<file path="src/rtl/uart_pkg.sv">
// Purpose : shared UART receive-path helpers: sampling-window arithmetic and SAMPLES legality.
// Latency : n/a (package, combinational functions only).
// Backpr. : n/a.
//
// The RX FSM calls win_first/win_decide to align edge_cnt with the oversampler's window.
// Results are plain unsigned ints; callers truncate to PRESC_W+1 bits, so a Prescale
// too small for the window wraps to a large index, exactly as the hardware compare sees it.
package uart_pkg;

   // SAMPLES must be odd so the majority vote can never tie, and small enough for the counters.
   function automatic bit samples_legal(input int unsigned samples);
      return ((samples % 2) == 1) && (samples <= 7);
   endfunction

   // First edge_cnt index sampled: the window is centred on the bit middle.
   function automatic int unsigned win_first(input int unsigned prescale,
                                             input int unsigned samples);
      return (prescale / 2) - (samples / 2);
   endfunction

   // edge_cnt index on which the vote is taken (one past the last sample).
   function automatic int unsigned win_decide(input int unsigned prescale,
                                              input int unsigned samples);
      return win_first(prescale, samples) + samples;
   endfunction

endpackage

</file>
<file path="src/rtl/uart_sync.sv">
// Purpose : STAGES-deep flop chain that brings an asynchronous input into the CLK domain.
// Latency : STAGES cycles (STAGES=0 is a straight wire).
// Backpr. : none; free-running.
//
// Ports:
//   CLK     clock
//   RST     synchronous active-low reset; every flop resets to 1 (idle line level)
//   async_i asynchronous input
//   sync_o  synchronised output
module uart_sync #(
   parameter int STAGES = 2
) (
   input  logic CLK,
   input  logic RST,
   input  logic async_i,
   output logic sync_o
);

   if (STAGES == 0) begin : g_bypass
      assign sync_o = async_i;
   end else begin : g_chain
      logic [STAGES-1:0] chain_q;

      always_ff @(posedge CLK) begin
         if (!RST) begin
            chain_q <= '1;
         end else begin
            chain_q[0] <= async_i;
            for (int i = 1; i < STAGES; i++) begin
               chain_q[i] <= chain_q[i-1];
            end
         end
      end

      assign sync_o = chain_q[STAGES-1];
   end

endmodule

</file>
<file path="src/rtl/uart_rx_oversampler.sv">
// Purpose : mid-bit majority-vote sampler between the RX pin and the RX FSM.
// Latency : decision registered on the edge after edge_cnt==DECIDE; +SYNC_STAGES from the pin.
// Backpr. : none; bit_valid is a single-cycle strobe the consumer must take on that cycle.
//
// Ports:
//   CLK, RST     oversampling clock, synchronous active-low reset
//   RX_IN        asynchronous serial input
//   samp_en      sampling enable from the RX FSM
//   edge_cnt     oversample index within the current bit, 0..Prescale-1
//   Prescale     oversampling ratio (quasi-static)
//   sampled_bit  voted bit, holds between decisions
//   bit_valid    one-cycle pulse when sampled_bit is updated
//   noise_err    samples disagreed or the window was incomplete (updated at each decision point)
//   cfg_err      Prescale cannot hold the sampling window
module uart_rx_oversampler
   import uart_pkg::*;
#(
   parameter int SAMPLES     = 3,
   parameter int PRESC_W     = 6,
   parameter int SYNC_STAGES = 2
) (
   input  logic               CLK,
   input  logic               RST,
   input  logic               RX_IN,
   input  logic               samp_en,
   input  logic [PRESC_W-1:0] edge_cnt,
   input  logic [PRESC_W-1:0] Prescale,
   output logic               sampled_bit,
   output logic               bit_valid,
   output logic               noise_err,
   output logic               cfg_err
);

   localparam int WIN_W = PRESC_W + 1;
   localparam int CNT_W = $clog2(SAMPLES + 1);
   localparam logic [CNT_W-1:0] SAMP_C = CNT_W'(SAMPLES);
   localparam logic [CNT_W-1:0] HALF_C = CNT_W'(SAMPLES / 2);
   localparam logic [WIN_W-1:0] HALF_W = WIN_W'(SAMPLES / 2);

   if (!samples_legal(SAMPLES)) begin : g_samples_illegal
      $fatal(1, "uart_rx_oversampler: SAMPLES must be odd and within 1..7");
   end

   // ---------------------------------------------------------------------------
   // Input synchroniser
   // ---------------------------------------------------------------------------
   logic rx_s;

   uart_sync #(
      .STAGES (SYNC_STAGES)
   ) u_sync (
      .CLK     (CLK),
      .RST     (RST),
      .async_i (RX_IN),
      .sync_o  (rx_s)
   );

   // ---------------------------------------------------------------------------
   // Window arithmetic, one bit wider than Prescale so an undersized Prescale
   // wraps FIRST to a value edge_cnt can never reach.
   // ---------------------------------------------------------------------------
   logic [WIN_W-1:0] presc_w;
   logic [WIN_W-1:0] edge_w;
   logic [WIN_W-1:0] first_w;
   logic [WIN_W-1:0] decide_w;
   logic             cfg_err_d;
   logic             at_first;
   logic             in_window;
   logic             at_decide;

   assign presc_w  = {1'b0, Prescale};
   assign edge_w   = {1'b0, edge_cnt};
   assign first_w  = WIN_W'(win_first(32'(Prescale), SAMPLES));
   assign decide_w = WIN_W'(win_decide(32'(Prescale), SAMPLES));

   assign cfg_err_d = ((presc_w >> 1) < HALF_W) || (decide_w > (presc_w - WIN_W'(1)));

   assign at_first  = (edge_w == first_w);
   assign in_window = (edge_w > first_w) && (edge_w < decide_w);
   assign at_decide = (edge_w == decide_w);

   // ---------------------------------------------------------------------------
   // Accumulator and decision
   // ---------------------------------------------------------------------------
   logic [CNT_W-1:0] ones_q, ones_d;
   logic [CNT_W-1:0] got_q, got_d;
   logic             sampled_bit_q, sampled_bit_d;
   logic             bit_valid_q, bit_valid_d;
   logic             noise_err_q, noise_err_d;
   logic             cfg_err_q;

   always_comb begin
      ones_d        = ones_q;
      got_d         = got_q;
      sampled_bit_d = sampled_bit_q;
      noise_err_d   = noise_err_q;
      bit_valid_d   = 1'b0;

      if (!samp_en || cfg_err_q) begin
         ones_d = '0;
         got_d  = '0;
      end else if (at_first) begin
         // Loading (not adding) realigns the window and drops anything left over.
         ones_d = CNT_W'(rx_s);
         got_d  = CNT_W'(1);
      end else if (in_window) begin
         ones_d = ones_q + CNT_W'(rx_s);
         got_d  = got_q + CNT_W'(1);
      end else if (at_decide) begin
         if (got_q == SAMP_C) begin
            sampled_bit_d = (ones_q > HALF_C);
            noise_err_d   = (ones_q != '0) && (ones_q != SAMP_C);
            bit_valid_d   = 1'b1;
         end else begin
            // An index was skipped: the vote is untrustworthy, keep the old bit.
            noise_err_d = 1'b1;
         end
         ones_d = '0;
         got_d  = '0;
      end
   end

   always_ff @(posedge CLK) begin
      if (!RST) begin
         ones_q        <= '0;
         got_q         <= '0;
         sampled_bit_q <= 1'b1;
         bit_valid_q   <= 1'b0;
         noise_err_q   <= 1'b0;
         cfg_err_q     <= 1'b0;
      end else begin
         ones_q        <= ones_d;
         got_q         <= got_d;
         sampled_bit_q <= sampled_bit_d;
         bit_valid_q   <= bit_valid_d;
         noise_err_q   <= noise_err_d;
         cfg_err_q     <= cfg_err_d;
      end
   end

   assign sampled_bit = sampled_bit_q;
   assign bit_valid   = bit_valid_q;
   assign noise_err   = noise_err_q;
   assign cfg_err     = cfg_err_q;

endmodule

</file>
<file path="config.mk">
export PLATFORM = sky130hd
export DESIGN_NAME = uart_rx_oversampler
export DESIGN_NICKNAME = d
export VERILOG_FILES = /design/src/rtl/uart_pkg.sv /design/src/rtl/uart_sync.sv /design/src/rtl/uart_rx_oversampler.sv
export SDC_FILE = /design/constraint.sdc
export NUM_CORES = 1
export LEC_CHECK = 0
export BUFFER_PORTS_ARGS = -buffer_cell sky130_fd_sc_hd__buf_4
export CORE_MARGIN = 4
export CORE_UTILIZATION = 35
export DETAILED_ROUTE_END_ITERATION = 8
export PLACE_DENSITY = 0.64
export REMOVE_ABC_BUFFERS = 1
export SLEW_MARGIN = 5
export SYNTH_ARGS = -nofsm -noshare
export SYNTH_HDL_FRONTEND = slang
export SYNTH_SLANG_ARGS = --single-unit
</file>
<file path="constraint.sdc">
create_clock -name CLK -period 3.3 [get_ports CLK]
set_clock_uncertainty 0.1 [all_clocks]
set_input_delay 0.165 -clock CLK [delete_from_list [all_inputs] [get_ports CLK]]
set_output_delay 0.165 -clock CLK [all_outputs]
set_load 0.05 [all_outputs]
</file>
==> impl_metrics.py <==
metrics = {
    "pwr": {
        "powerDensity_mw_per_mm2": 317,
        "total_power_w": 0.000486,
        "ir_drop_uv": 142,
        "p_leak_nw": 0.697,
    },
    "detailed_routing": {
        "post-route-drc-count": 0,
        "vias_per_cell": 5.52,
        "vias": 1243,
        "ant_nets": 0,
        "firstDrtPassIters": 5,
        "finalWirelength_mm": 3.21,
        "wl_per_cell_um": 14.2,
        "drt-initial-drc-count": 95,
    },
    "yosys": {
        "synthArstFlopShare_pct": 0,
        "synth_top_cell_area_share_pct": 25.0,
        "yosysTopAreaCell": "ha_1",
        "synth_area_leaders": "ha_1, dfxtp_1, xnor2_1",
        "ys.warnings.count": 0,
        "synth_area_mm2": 0.00130,
        "syn_inst": 161,
        "yosysSeqAreaShare_pct": 15.4,
        "syn-mean-instance-area_um2": 8.07,
        "synth_flop_cell": "dfxtp_1",
        "synth-edff-count": 0,
        "synth.ff_latch_count": 10,
        "synth_cell_type_count": 43,
    },
    "cts": {
        "holdBufCountCts": 0,
        "postCtsSetupRepairBufs": 0,
        "cts.path.max_buffers": 2,
        "ctsResizeCount": 0,
        "root_buffer": "clkbuf_8",
        "clk_pin_slew_ns": 0.05,
        "clock-sinks": 10,
        "clock_latency_ns": 0.24,
        "cts_tree": "yes",
        "htree_levels": 1,
        "cts_buffers": 3,
    },
    "final_layout": {
        "multiInputGateArea_mm2": 0.00102,
        "area_delta_synth_final_pct": 17.8,
        "final_cells": 225,
        "final_area_mm2": 0.00153,
        "num_antenna_cells": 0,
        "fillers": 374,
        "ff_latch_area_um2": 200,
        "num-nets-final": 222,
        "drive_gt1_share_pct": 16.2,
    },
    "timing": {
        "drv_slew": 0,
        "max_freq_ghz": 0.334,
        "rsz0062_at_grt": "no",
        "fin_setup_tns_ns": 0,
        "hold_viol": 0,
        "period_share_pct": 90.8,
        "finalCriticalPeriod_ns": 3.00,
        "setup_slack_ns": 0.305,
        "tightest_slew_ns": 0.415,
        "slew_headroom_pct": 72.0,
        "finalSetupViolations": 0,
    },
    "placement": {
        "dp_hpwl_mm": 2.63,
        "placed_cells": 220,
        "port_buffers": 19,
        "place_ws_ns": 0.0699,
        "placed_cell_area_mm2": 0.00147,
        "gp_congestion": 0.836,
    },
    "critical_path": {
        "worstPathRequired_ns": 3.35,
        "cp_common_cell": "a21oi_1",
        "crit_chain": "buf_4, inv_1, ha_1, a21oi_1, nand3b_1, a21oi_1, a21oi_1, ha_1, and4b_1, nand3_1, or2_1, or3_1, o311ai_1",
        "worstSetupEndpointType": "register",
        "cpMaxStageDelayCell": "ha_1",
        "cpPeakStageDelay_ns": 0.39,
        "path_max_fanout": 11,
        "crit_family": "simple AND/OR/NAND/NOR gates",
        "critPathArrivalTime_ns": 3.05,
        "path_class": "in2reg",
        "cp-start-kind": "primary input",
        "crit_buf_inv": 2,
    },
    "status": {
        "status": "complete, no violations",
    },
    "die": {
        "initial_core_util_pct": 37.5,
        "die_x_um": 68.9,
        "die-area_mm2": 0.00475,
        "core_mm2": 0.00347,
        "ioPinCount": 20,
        "fp-row-count": 21,
        "fp.dieH_um": 68.9,
    },
    "grt": {
        "grt_use_total_pct": 14.8,
        "grt_max_degree": 14,
        "grt_pass1_wl_mm": 5.29,
        "antenna_found_initial": 0,
        "gr-total-overflow": 0,
        "grt_pass1_vias": 1232,
    },
    "run": {
        "drv_cap": 0,
    },
    "hold_path": {
        "hp-class": "in2reg",
    },
}
## flip-flops by register name, summed over array words and instances (netlist names)
name and cells:
ones_q 2, noise_err 1, u_sync.g_chain.chain_q 2, bit_valid 1
sampled_bit 1, cfg_err 1, got_q 2
## cells in the mapped netlist (3+ instances only)
cell and count:
nand3_1 9, buf_2 3, xor2_1 4, nor3_1 3, nand3b_1 3, nand2b_1 5
nand2_1 9, nor2b_1 4, dfxtp_1 10, nor2_1 9, xnor2_1 8, a21oi_1 11
o21a_1 4, inv_1 10, o21ai_0 7, ha_1 26
## report_power, final
| part | switching, W | internal, W | leakage, nW | total, W |
|---|---|---|---|---|
| combinational | 0.000112 | 0.0000875 | 0.587 | 0.000199 |
| sequential | 0.00000324 | 0.000126 | 0.0814 | 0.000130 |
| clock | 0.0000516 | 0.000105 | 0.0288 | 0.000157 |
| total | 0.000167 | 0.000319 | 0.697 | 0.000486 |
## cell usage in the layout (no fill, tap or decap), drive strengths merged, types with 4 or more instances in the layout
cell type,count
xor2,4
xnor2,8
inv,10
o21a,4
nor2b,4
buf,20
nand2b,5
nor2,9
nand2,9
o21ai,7
nor3,5
a21oi,11
dfxtp,10
ha,26
nand3,9
clkbuf,4
## per-layer routing
layer | share of wire [%] | vias to the layer above | global-route usage [%]
met5 | 0 | - | 0
met1 | 43 | 583 | 17.6
met3 | 3.9 | 10 | 3.24
met2 | 51 | 33 | 26.2
li1 | - | 617 | -
met4 | 2.3 | 0 | 5.11
## through the flow
stage	hold slack, ns	utilization [%]
4_1_cts	0.00446	43.9
2_1_floorplan	0.138	-
3_3_place_gp	0.254	42.3
3_5_place_dp	0.252	42.3
5_1_grt	0.0667	44.2
6_report	0.0713	44.2
## worst paths after layout
| kind | slack [ns] | from | cells after the start | to |
|---|---|---|---|---|
| max | 0.30 | Prescale[1] | 13 | sampled_bit |
| min | 0.07 | RST | 2 | u_sync.g_chain.chain_q[1] |
| max reg2reg | 1.84 | cfg_err | 4 | sampled_bit |
| min reg2reg | 0.32 | u_sync.g_chain.chain_q[0] | 1 | u_sync.g_chain.chain_q[1] |
## cell type report
type	instances	share of cell area, %
repair buffers	21	10.5
well taps	46	3.76
flip-flops and latches	10	13.1
clock buffers	4	3.59
inverters	10	2.45
multi-input cells	134	66.7
## logic make-up after synthesis
logic type,after synthesis,share of synthesized area [%]
AOI/OAI and AO/OA,36,18.8
xor gates and xnor gates,12,8.08
adders and majority gates,26,25.0
buffers and inverters,17,6.06
DFF,10,15.4
muxes,2,1.54
and+or+nand+nor,58,25.1
Power figures use the tool's default switching activity.
